--- src/rtl/seq_divider_if.sv ---
// Start/done request bundle between the execute stage and seq_divider.
// Master is the pipeline side; slave is the divider.
interface seq_divider_if #(
  parameter int N = 32
);
  logic         start;
  logic         is_signed;
  logic [N-1:0] dividend;
  logic [N-1:0] divisor;
  logic         busy;
  logic         done;
  logic [N-1:0] quotient;
  logic [N-1:0] remainder;
  logic         div_by_zero;

  modport master (
    output start, is_signed, dividend, divisor,
    input  busy, done, quotient, remainder, div_by_zero
  );

  modport slave (
    input  start, is_signed, dividend, divisor,
    output busy, done, quotient, remainder, div_by_zero
  );
endinterface

--- src/rtl/seq_divider.sv ---
// Restoring radix-2 divider, RV32M DIV/DIVU/REM/REMU semantics.
// DIV_EARLY_OUT_EN: zero-divisor and signed-overflow skip CALC.
module seq_divider #(
  parameter int N = 32
) (
  input  logic         clk,
  input  logic         rst_n,
  seq_divider_if.slave bus
);
  localparam int CW = (N > 2) ? $clog2(N) : 1;

  typedef enum logic [1:0] {
    IDLE,
    CALC,
    FIX,
    DONE
  } state_t;

  state_t       state;
  logic [CW-1:0] cnt;
  logic [N-1:0] rem;
  logic [N-1:0] quo;
  logic [N-1:0] dmag;
  logic [N-1:0] a_raw;
  logic         neg_q;
  logic         neg_r;
  logic         dz;
  logic         ovf;
  logic [N-1:0] q_r;
  logic [N-1:0] r_r;
  logic         dz_r;
  logic         done_r;
  logic         busy_r;

  logic         a_neg;
  logic         b_neg;
  logic [N-1:0] a_abs;
  logic [N-1:0] b_abs;
  logic         in_dz;
  logic         in_ovf;
  logic [N:0]   shl;
  logic [N:0]   diff;
  logic [N-1:0] q_fix;
  logic [N-1:0] r_fix;

  assign a_neg  = bus.is_signed & bus.dividend[N-1];
  assign b_neg  = bus.is_signed & bus.divisor[N-1];
  assign a_abs  = a_neg ? -bus.dividend : bus.dividend;
  assign b_abs  = b_neg ? -bus.divisor : bus.divisor;
  assign in_dz  = (bus.divisor == '0);
  assign in_ovf = bus.is_signed
                & (bus.dividend == {1'b1, {(N-1){1'b0}}})
                & (bus.divisor == '1);

  // shl < 2*dmag, so diff[N] is set exactly when a borrow occurred
  assign shl  = {rem, quo[N-1]};
  assign diff = shl - {1'b0, dmag};

  always_comb begin
    q_fix = neg_q ? -quo : quo;
    r_fix = neg_r ? -rem : rem;
    if (dz) begin
      q_fix = '1;
      r_fix = a_raw;
    end else if (ovf) begin
      q_fix = a_raw;
      r_fix = '0;
    end
  end

  always_ff @(posedge clk or negedge rst_n) begin
    if (!rst_n) begin
      state  <= IDLE;
      cnt    <= '0;
      rem    <= '0;
      quo    <= '0;
      dmag   <= '0;
      a_raw  <= '0;
      neg_q  <= 1'b0;
      neg_r  <= 1'b0;
      dz     <= 1'b0;
      ovf    <= 1'b0;
      q_r    <= '0;
      r_r    <= '0;
      dz_r   <= 1'b0;
      done_r <= 1'b0;
      busy_r <= 1'b0;
    end else begin
      done_r <= 1'b0;
      unique case (state)
        IDLE: begin
          if (bus.start) begin
            a_raw  <= bus.dividend;
            quo    <= a_abs;
            dmag   <= b_abs;
            rem    <= '0;
            neg_q  <= a_neg ^ b_neg;
            neg_r  <= a_neg;
            dz     <= in_dz;
            ovf    <= in_ovf;
            cnt    <= CW'(N - 1);
            busy_r <= 1'b1;
`ifdef DIV_EARLY_OUT_EN
            state  <= (in_dz || in_ovf) ? FIX : CALC;
`else
            state  <= CALC;
`endif
          end
        end
        CALC: begin
          quo <= {quo[N-2:0], ~diff[N]};
          if (!diff[N]) rem <= diff[N-1:0];
          else          rem <= shl[N-1:0];
          if (cnt == '0) state <= FIX;
          else           cnt   <= cnt - 1'b1;
        end
        FIX: begin
          q_r    <= q_fix;
          r_r    <= r_fix;
          dz_r   <= dz;
          done_r <= 1'b1;
          state  <= DONE;
        end
        DONE: begin
          busy_r <= 1'b0;
          state  <= IDLE;
        end
        default: state <= IDLE;
      endcase
    end
  end

  assign bus.busy        = busy_r;
  assign bus.done        = done_r;
  assign bus.quotient    = q_r;
  assign bus.remainder   = r_r;
  assign bus.div_by_zero = dz_r;
endmodule

--- src/flat_wrapper.sv ---
// flat-port wrapper written by rule: the top's interface ports become plain ports
module seq_divider_flat 
#(
  parameter int N = 32
)
  (clk, rst_n, bus_start, bus_is_signed, bus_dividend, bus_divisor, bus_busy, bus_done, bus_quotient, bus_remainder, bus_div_by_zero);
  seq_divider_if #(.N(N)) bus_i ();
  input  logic clk;
  input  logic rst_n;
  input wire logic [$bits(bus_i.start)-1:0] bus_start;
  input wire logic [$bits(bus_i.is_signed)-1:0] bus_is_signed;
  input wire logic [$bits(bus_i.dividend)-1:0] bus_dividend;
  input wire logic [$bits(bus_i.divisor)-1:0] bus_divisor;
  output wire logic [$bits(bus_i.busy)-1:0] bus_busy;
  output wire logic [$bits(bus_i.done)-1:0] bus_done;
  output wire logic [$bits(bus_i.quotient)-1:0] bus_quotient;
  output wire logic [$bits(bus_i.remainder)-1:0] bus_remainder;
  output wire logic [$bits(bus_i.div_by_zero)-1:0] bus_div_by_zero;
  assign bus_i.start = bus_start;
  assign bus_i.is_signed = bus_is_signed;
  assign bus_i.dividend = bus_dividend;
  assign bus_i.divisor = bus_divisor;
  assign bus_busy = bus_i.busy;
  assign bus_done = bus_i.done;
  assign bus_quotient = bus_i.quotient;
  assign bus_remainder = bus_i.remainder;
  assign bus_div_by_zero = bus_i.div_by_zero;
  seq_divider #(.N(N)) u_core (.clk(clk), .rst_n(rst_n), .bus(bus_i));
endmodule
--- config.mk ---
export PLATFORM = sky130hd
export DESIGN_NAME = seq_divider_flat
export DESIGN_NICKNAME = d
export VERILOG_FILES = /design/src/rtl/seq_divider_if.sv /design/src/rtl/seq_divider.sv /design/src/flat_wrapper.sv
export SDC_FILE = /design/constraint.sdc
export NUM_CORES = 1
export LEC_CHECK = 0
export CORE_MARGIN = 2
export CORE_UTILIZATION = 40
export DETAILED_ROUTE_END_ITERATION = 10
export GPL_ROUTABILITY_DRIVEN = 0
export GPL_TIMING_DRIVEN = 0
export PLACE_DENSITY_LB_ADDON = 0.05
export RECOVER_POWER = 100
export SYNTH_ARGS = -nofsm -noshare
export SYNTH_HDL_FRONTEND = slang
export SYNTH_SLANG_ARGS = --single-unit
--- constraint.sdc ---
create_clock -name clk -period 5.3 [get_ports clk]
set_clock_uncertainty 0.15 [all_clocks]
set_input_delay 0.795 -clock clk [delete_from_list [all_inputs] [get_ports clk]]
set_output_delay 0.795 -clock clk [all_outputs]
set_load 0.02 [all_outputs]
### Yosys cells after proc, flatten, opt, wreduce, memory -nomap -nowiden

Index checks and enable logic that the tools add are counted.

* logic and storage cells: 67
* output and inout bits: 67
* input port bits: 68
* register bits after elaboration: 206

* equal/unequal tests: 8
* reductions and logical operators: 10
* bitwise gates (word level): 6
* muxes and demuxes: 22
* $add $sub $neg: 6

Operators with widths (number)
* $mux W32: 11
* $neg A32 Y32: 4
* $pmux W32 S2: 2
* $eq A32 B32 Y1 const B: 2
* $sub A33 B32 Y33: 1
* $logic_not A32 Y1: 1
* $mux W5: 2
* $pmux W5 S2: 1
* $pmux W2 S4: 1
* $reduce_and A2 Y1: 4
* $logic_not A5 Y1: 1
* $sub A5 B1 Y5 const B: 1
* $and A1 B1 Y1: 4
* $eq A2 B2 Y1 const B: 2
* $mux W2: 2
* $ne A2 B2 Y1 const B: 2
* $reduce_bool A2 Y1: 2
* $reduce_and A3 Y1: 1
* $eq A2 B1 Y1 const B: 1
* $logic_not A2 Y1: 1
* $mux W1: 2
* $ne A2 B1 Y1 const B: 1
* $pmux W1 S2: 1
* $not A1 Y1: 1
* $xor A1 B1 Y1: 1

### Longest topological paths before layout

* depth after elaboration: 4
* gate-level depth with buffers: 13
* mapped depth without buffers: 12

### Worst setup path before layout

No wires, ideal clock.

* path kind: register -> register
* start: reg u_core.rem[4]
* end: reg u_core.rem[30]
* clock period less this slack: 3.163 ns
* path slack: 2.137 ns
* required time: 5.015 ns
* buffers on the path: 1
* stages on the path, launching flop included: 12
* setup time: 0.135 ns
* data arrival time: 2.878 ns
* cell sequence: dfrtp_1 -> ha_1 -> a21o_1 -> a211o_1 -> o211a_1 -> nor4_2 -> nor2_1 -> a221oi_2 -> xnor2_1 -> buf_2 -> mux2i_1 -> o211ai_1

* longest elaborated chain between the ends: 3

Ends and longest elaborated chain
* start: declaration: line seq_divider.sv:21 `logic [N-1:0] rem;`
* start signal: assignment: line seq_divider.sv:112 `if (!diff[N]) rem <= diff[N-1:0];`
* start signal: assignment: line seq_divider.sv:113 `else rem <= shl[N-1:0];`
* $sub A33 B32 Y33: line seq_divider.sv:57 `assign diff = shl - {1'b0, dmag};`
* $mux W32: line seq_divider.sv:112
* $pmux W32 S2: line seq_divider.sv:90 `unique case (state)`

Every way passes these cells.
A chain may end at the register's enable or synchronous reset.

### Final worst setup path

* start: reg u_core.quo[31]
* end: reg u_core.rem[27]

* longest elaborated chain between the ends: 3

Ends and longest elaborated chain
* start: declaration: line seq_divider.sv:22 `logic [N-1:0] quo;`
* start signal: assignment: line seq_divider.sv:94 `quo <= a_abs;`
* start signal: assignment: line seq_divider.sv:111 `quo <= {quo[N-2:0], ~diff[N]};`
* $sub A33 B32 Y33: line seq_divider.sv:57
* $mux W32: line seq_divider.sv:112
* $pmux W32 S2: line seq_divider.sv:90

Every way passes these cells.

==> impl_metrics.env <==
export IMPL_dr_first_iter_drc_count=1042
export IMPL_maxCapViolCount=1
export IMPL_synth_xor_area_share=0.0980
export IMPL_syn_num_nets=1696
export IMPL_hpwl_um=34600
export IMPL_drc_errors=0
export IMPL_num_nets_final=1859
export IMPL_htreeDepth=1
export IMPL_cts_resized=0
export IMPL_routedWlPerCell_um=20.4
export IMPL_ys_ff_latch=206
export IMPL_slew_limit_headroom=-0.672
export IMPL_antenna_left=0
export IMPL_port_buffers=134
export IMPL_vias=12400
export IMPL_synthCells=1584
export IMPL_rsz0062_at_grt="false"
export IMPL_post_cts_setup_buffers=0
export IMPL_muxShareOfSynthArea=0.0481
export IMPL_num_antenna_cells=0
export IMPL_synth_avg_cell_area_um2=8.35
export IMPL_period_minus_slack_ps=4530
export IMPL_yosysSeqAreaShare=0.390
export IMPL_hold_violations=0
export IMPL_clk_latency_ps=530
export IMPL_max_freq_mhz=221
export IMPL_power_density_mw_per_mm2=716
export IMPL_design_die_area_mm2=0.0345
export IMPL_fin_crit_sh=0.854
export IMPL_netlist_area_mm2=0.0132
export IMPL_setup_viol=0
export IMPL_cts_hold_buf=0
export IMPL_grt_pass1_wl_um=69900
export IMPL_violations="max-capacitance violations, max-slew violations"
export IMPL_holdCritPathClass="flop to flop"
export IMPL_synth_top_cell_by_area="dfrtp_1"
export IMPL_cts_buffer_depth=3
export IMPL_synth_compound_area_frac=0.200
export IMPL_clock_sinks=206
export IMPL_clk_pin_slew_ps=60
export IMPL_grt_usage=0.264
export IMPL_outcome="finished with violations"
export IMPL_io_pins=135
export IMPL_fillers=3299
export IMPL_via_per_inst=5.62
export IMPL_whs_ps=327
export IMPL_grt_overflow_total=0
export IMPL_drv_slew=44
export IMPL_ys_top_cells_by_area="dfrtp_1, o21ai_0, nand2_1"
export IMPL_cts_root_buf="clkbuf_16"
export IMPL_utilization=0.490
export IMPL_crit_type="flop to flop"
export IMPL_synthFlopType="dfrtp_1"
export IMPL_critPathMaxFanout=10
export IMPL_cts_tree="done"
export IMPL_p_leak_nw=6.63
export IMPL_grt_max_degree=95
export IMPL_rows=66
export IMPL_drt_pass1_iter_count=5
export IMPL_yosys_warnings=0
export IMPL_grt_pass1_vias=11800
export IMPL_worstMarginPinSlew_ps=2510
export IMPL_worst_setup_path_start_kind="flop"
export IMPL_ir_drop_mv=0.364
export IMPL_synth_top_area_frac=0.390
export IMPL_layout_drive_gt1_share=0.0449
export IMPL_yosys_area_share_simple=0.172
export IMPL_antenna_found_initial=0
export IMPL_synth_edf_count=0
export IMPL_dpl_instance_area_mm2=0.0152
export IMPL_area_growth_pct=20.4
export IMPL_start_util=0.407
export IMPL_critical_path_required_ps=5530
export IMPL_core_area_mm2=0.0325
export IMPL_fin_area_mm2=0.0159
export IMPL_cp_data_arrival_time_ps=4750
export IMPL_die_x_um=186
export IMPL_fp_dieH_um=186
export IMPL_synth_fa_ha_area_frac=0.0422
export IMPL_yosysUniqueCellTypes=67
export IMPL_routed_wl_um=45000
export IMPL_ys_async_sr_fraction=1.00
export IMPL_critPathCaptureType="flop"
export IMPL_numCtsBuffers=25
export IMPL_totalPowerFinal_mw=11.4
export IMPL_synth_top_family_by_area="compound AO/OA/AOI/OAI gates"
[synthesized netlist by cell type, types with 3 or more instances]
library cell / number
buf_2: 4
or2_2: 4
or4_1: 6
clkbuf_8: 3
nand3_1: 28
xnor2_1: 74
and2_1: 6
a22oi_1: 9
xor2_1: 74
o21bai_1: 3
inv_1: 66
mux2i_1: 32
o31ai_1: 23
buf_6: 3
o41ai_1: 11
o211ai_1: 8
dfrtp_1: 206
a32oi_1: 7
o221ai_1: 3
or3_1: 7
nor3_1: 32
a31oi_1: 8
o22ai_1: 4
o21a_1: 5
ha_1: 43
a211oi_1: 6
nor2b_1: 7
nand2_1: 225
clkbuf_1: 79
a21o_1: 15
nor2_1: 128
mux2_2: 28
and3_1: 8
nand2b_1: 10
o21ai_0: 186
nand4_1: 18
a21oi_1: 150
nor4_1: 19
buf_1: 3
o32ai_1: 3
[stage by stage]
| step | setup TNS, ps | setup WS, ps | instances |
|---|---|---|---|
| after floorplan | 0 | 2140 | 1584 |
| after global placement | -1244040 | -6070 | 2160 |
| after detailed placement | 0 | 781 | 2162 |
| after CTS | 0 | 1300 | 2203 |
| after global routing | 0 | 566 | 2203 |
| final | 0 | 771 | 2203 |
[where the power goes]
part           total [mW]  leakage (nW)  internal (mW)  switching, mW
clock                1.71         0.391           1.03          0.689
sequential           3.15          2.48           2.35          0.799
combinational        6.53          3.76           2.56           3.98
total                11.4          6.63           5.93           5.46
[cell families (layout without fill, tap and decap cells)]
logic type      after synthesis  count (layout)
xor+xnor                    148             148
buf+inv                     159             336
simple gates                509             509
compound gates              458             458
fa+ha+maj                    44              44
flops                       206             206
mux                          60              60
[sequential cells by signal (all words and copies together), names as in the netlist]
signal and flops:
u_core.bus.done 1, u_core.state 2, u_core.rem 32, u_core.neg_r 1
u_core.dmag 32, u_core.quo 32, u_core.cnt 5, u_core.bus.div_by_zero 1
u_core.dz 1, u_core.bus.remainder 32, u_core.bus.quotient 32, u_core.a_raw 32
u_core.ovf 1, u_core.bus.busy 1, u_core.neg_q 1
[critical path, stage by stage (launching register included)]
cell and delay [ps]:
dfrtp_1 380, inv_1 240, ha_1 260, fa_1 240, nand2b_1 160, a21oi_1 150, o211a_1 300, nor4_1 540
nor2_1 210, a221oi_2 360, xnor2_1 240, clkbuf_1 770, mux2i_1 270, o211ai_1 120
[metal layers]
metal  global-route usage  wire length, um  part of all wire
met3               0.0290             2720             0.060
met2                0.403            19500              0.43
met5                    0                0                 0
met4               0.0561             1020             0.023
met1                0.402            21700              0.48
[cell type report]
type / count / area, um^2 / area share
Multi-Input combinational cell: 1219 / 7380 / 0.464
Sequential cell: 206 / 5150 / 0.324
Timing Repair Buffer: 136 / 1390 / 0.0873
Clock buffer: 36 / 717 / 0.0450
Tap cell: 442 / 553 / 0.0347
Buffer: 93 / 400 / 0.0251
Inverter: 66 / 248 / 0.0156
Clock inverter: 5 / 78.8 / 0.00495
[cells in the final DEF, fill, tap and decap left out, types with 15 or more instances in the layout]
cell type | Yosys | routed
a21o_1 | 15 | 15
a21oi_1 | 150 | 150
clkbuf_1 | 79 | 90
clkbuf_16 | 0 | 25
clkdlybuf4s50_1 | 0 | 61
dfrtp_1 | 206 | 206
dlygate4sd3_1 | 0 | 72
ha_1 | 43 | 43
inv_1 | 66 | 66
mux2_2 | 28 | 28
mux2i_1 | 32 | 32
nand2_1 | 225 | 225
nand3_1 | 28 | 28
nand4_1 | 18 | 18
nor2_1 | 128 | 128
nor3_1 | 32 | 32
nor4_1 | 19 | 20
o21ai_0 | 186 | 187
o31ai_1 | 23 | 23
xnor2_1 | 74 | 74
xor2_1 | 74 | 74
[final timing paths]
check                                                 start                     endpoint  slack, ps  cells after the start
worst max-delay path             u_core.quo[31]$_DFFE_PN0P_   u_core.rem[27]$_DFFE_PN0P_        770                     13
worst min-delay path            u_core.dmag[10]$_DFFE_PN0P_  u_core.dmag[10]$_DFFE_PN0P_        330                      2
worst max register to register   u_core.quo[31]$_DFFE_PN0P_   u_core.rem[27]$_DFFE_PN0P_        770                     13
worst min register to register  u_core.dmag[10]$_DFFE_PN0P_  u_core.dmag[10]$_DFFE_PN0P_        330                      2
max in group asynchronous                             rst_n    u_core.quo[8]$_DFFE_PN0P_       2340                      3
min in group asynchronous                             rst_n   u_core.dmag[4]$_DFFE_PN0P_        880                      1
Note: power is estimated with default switching activity, not from simulation.
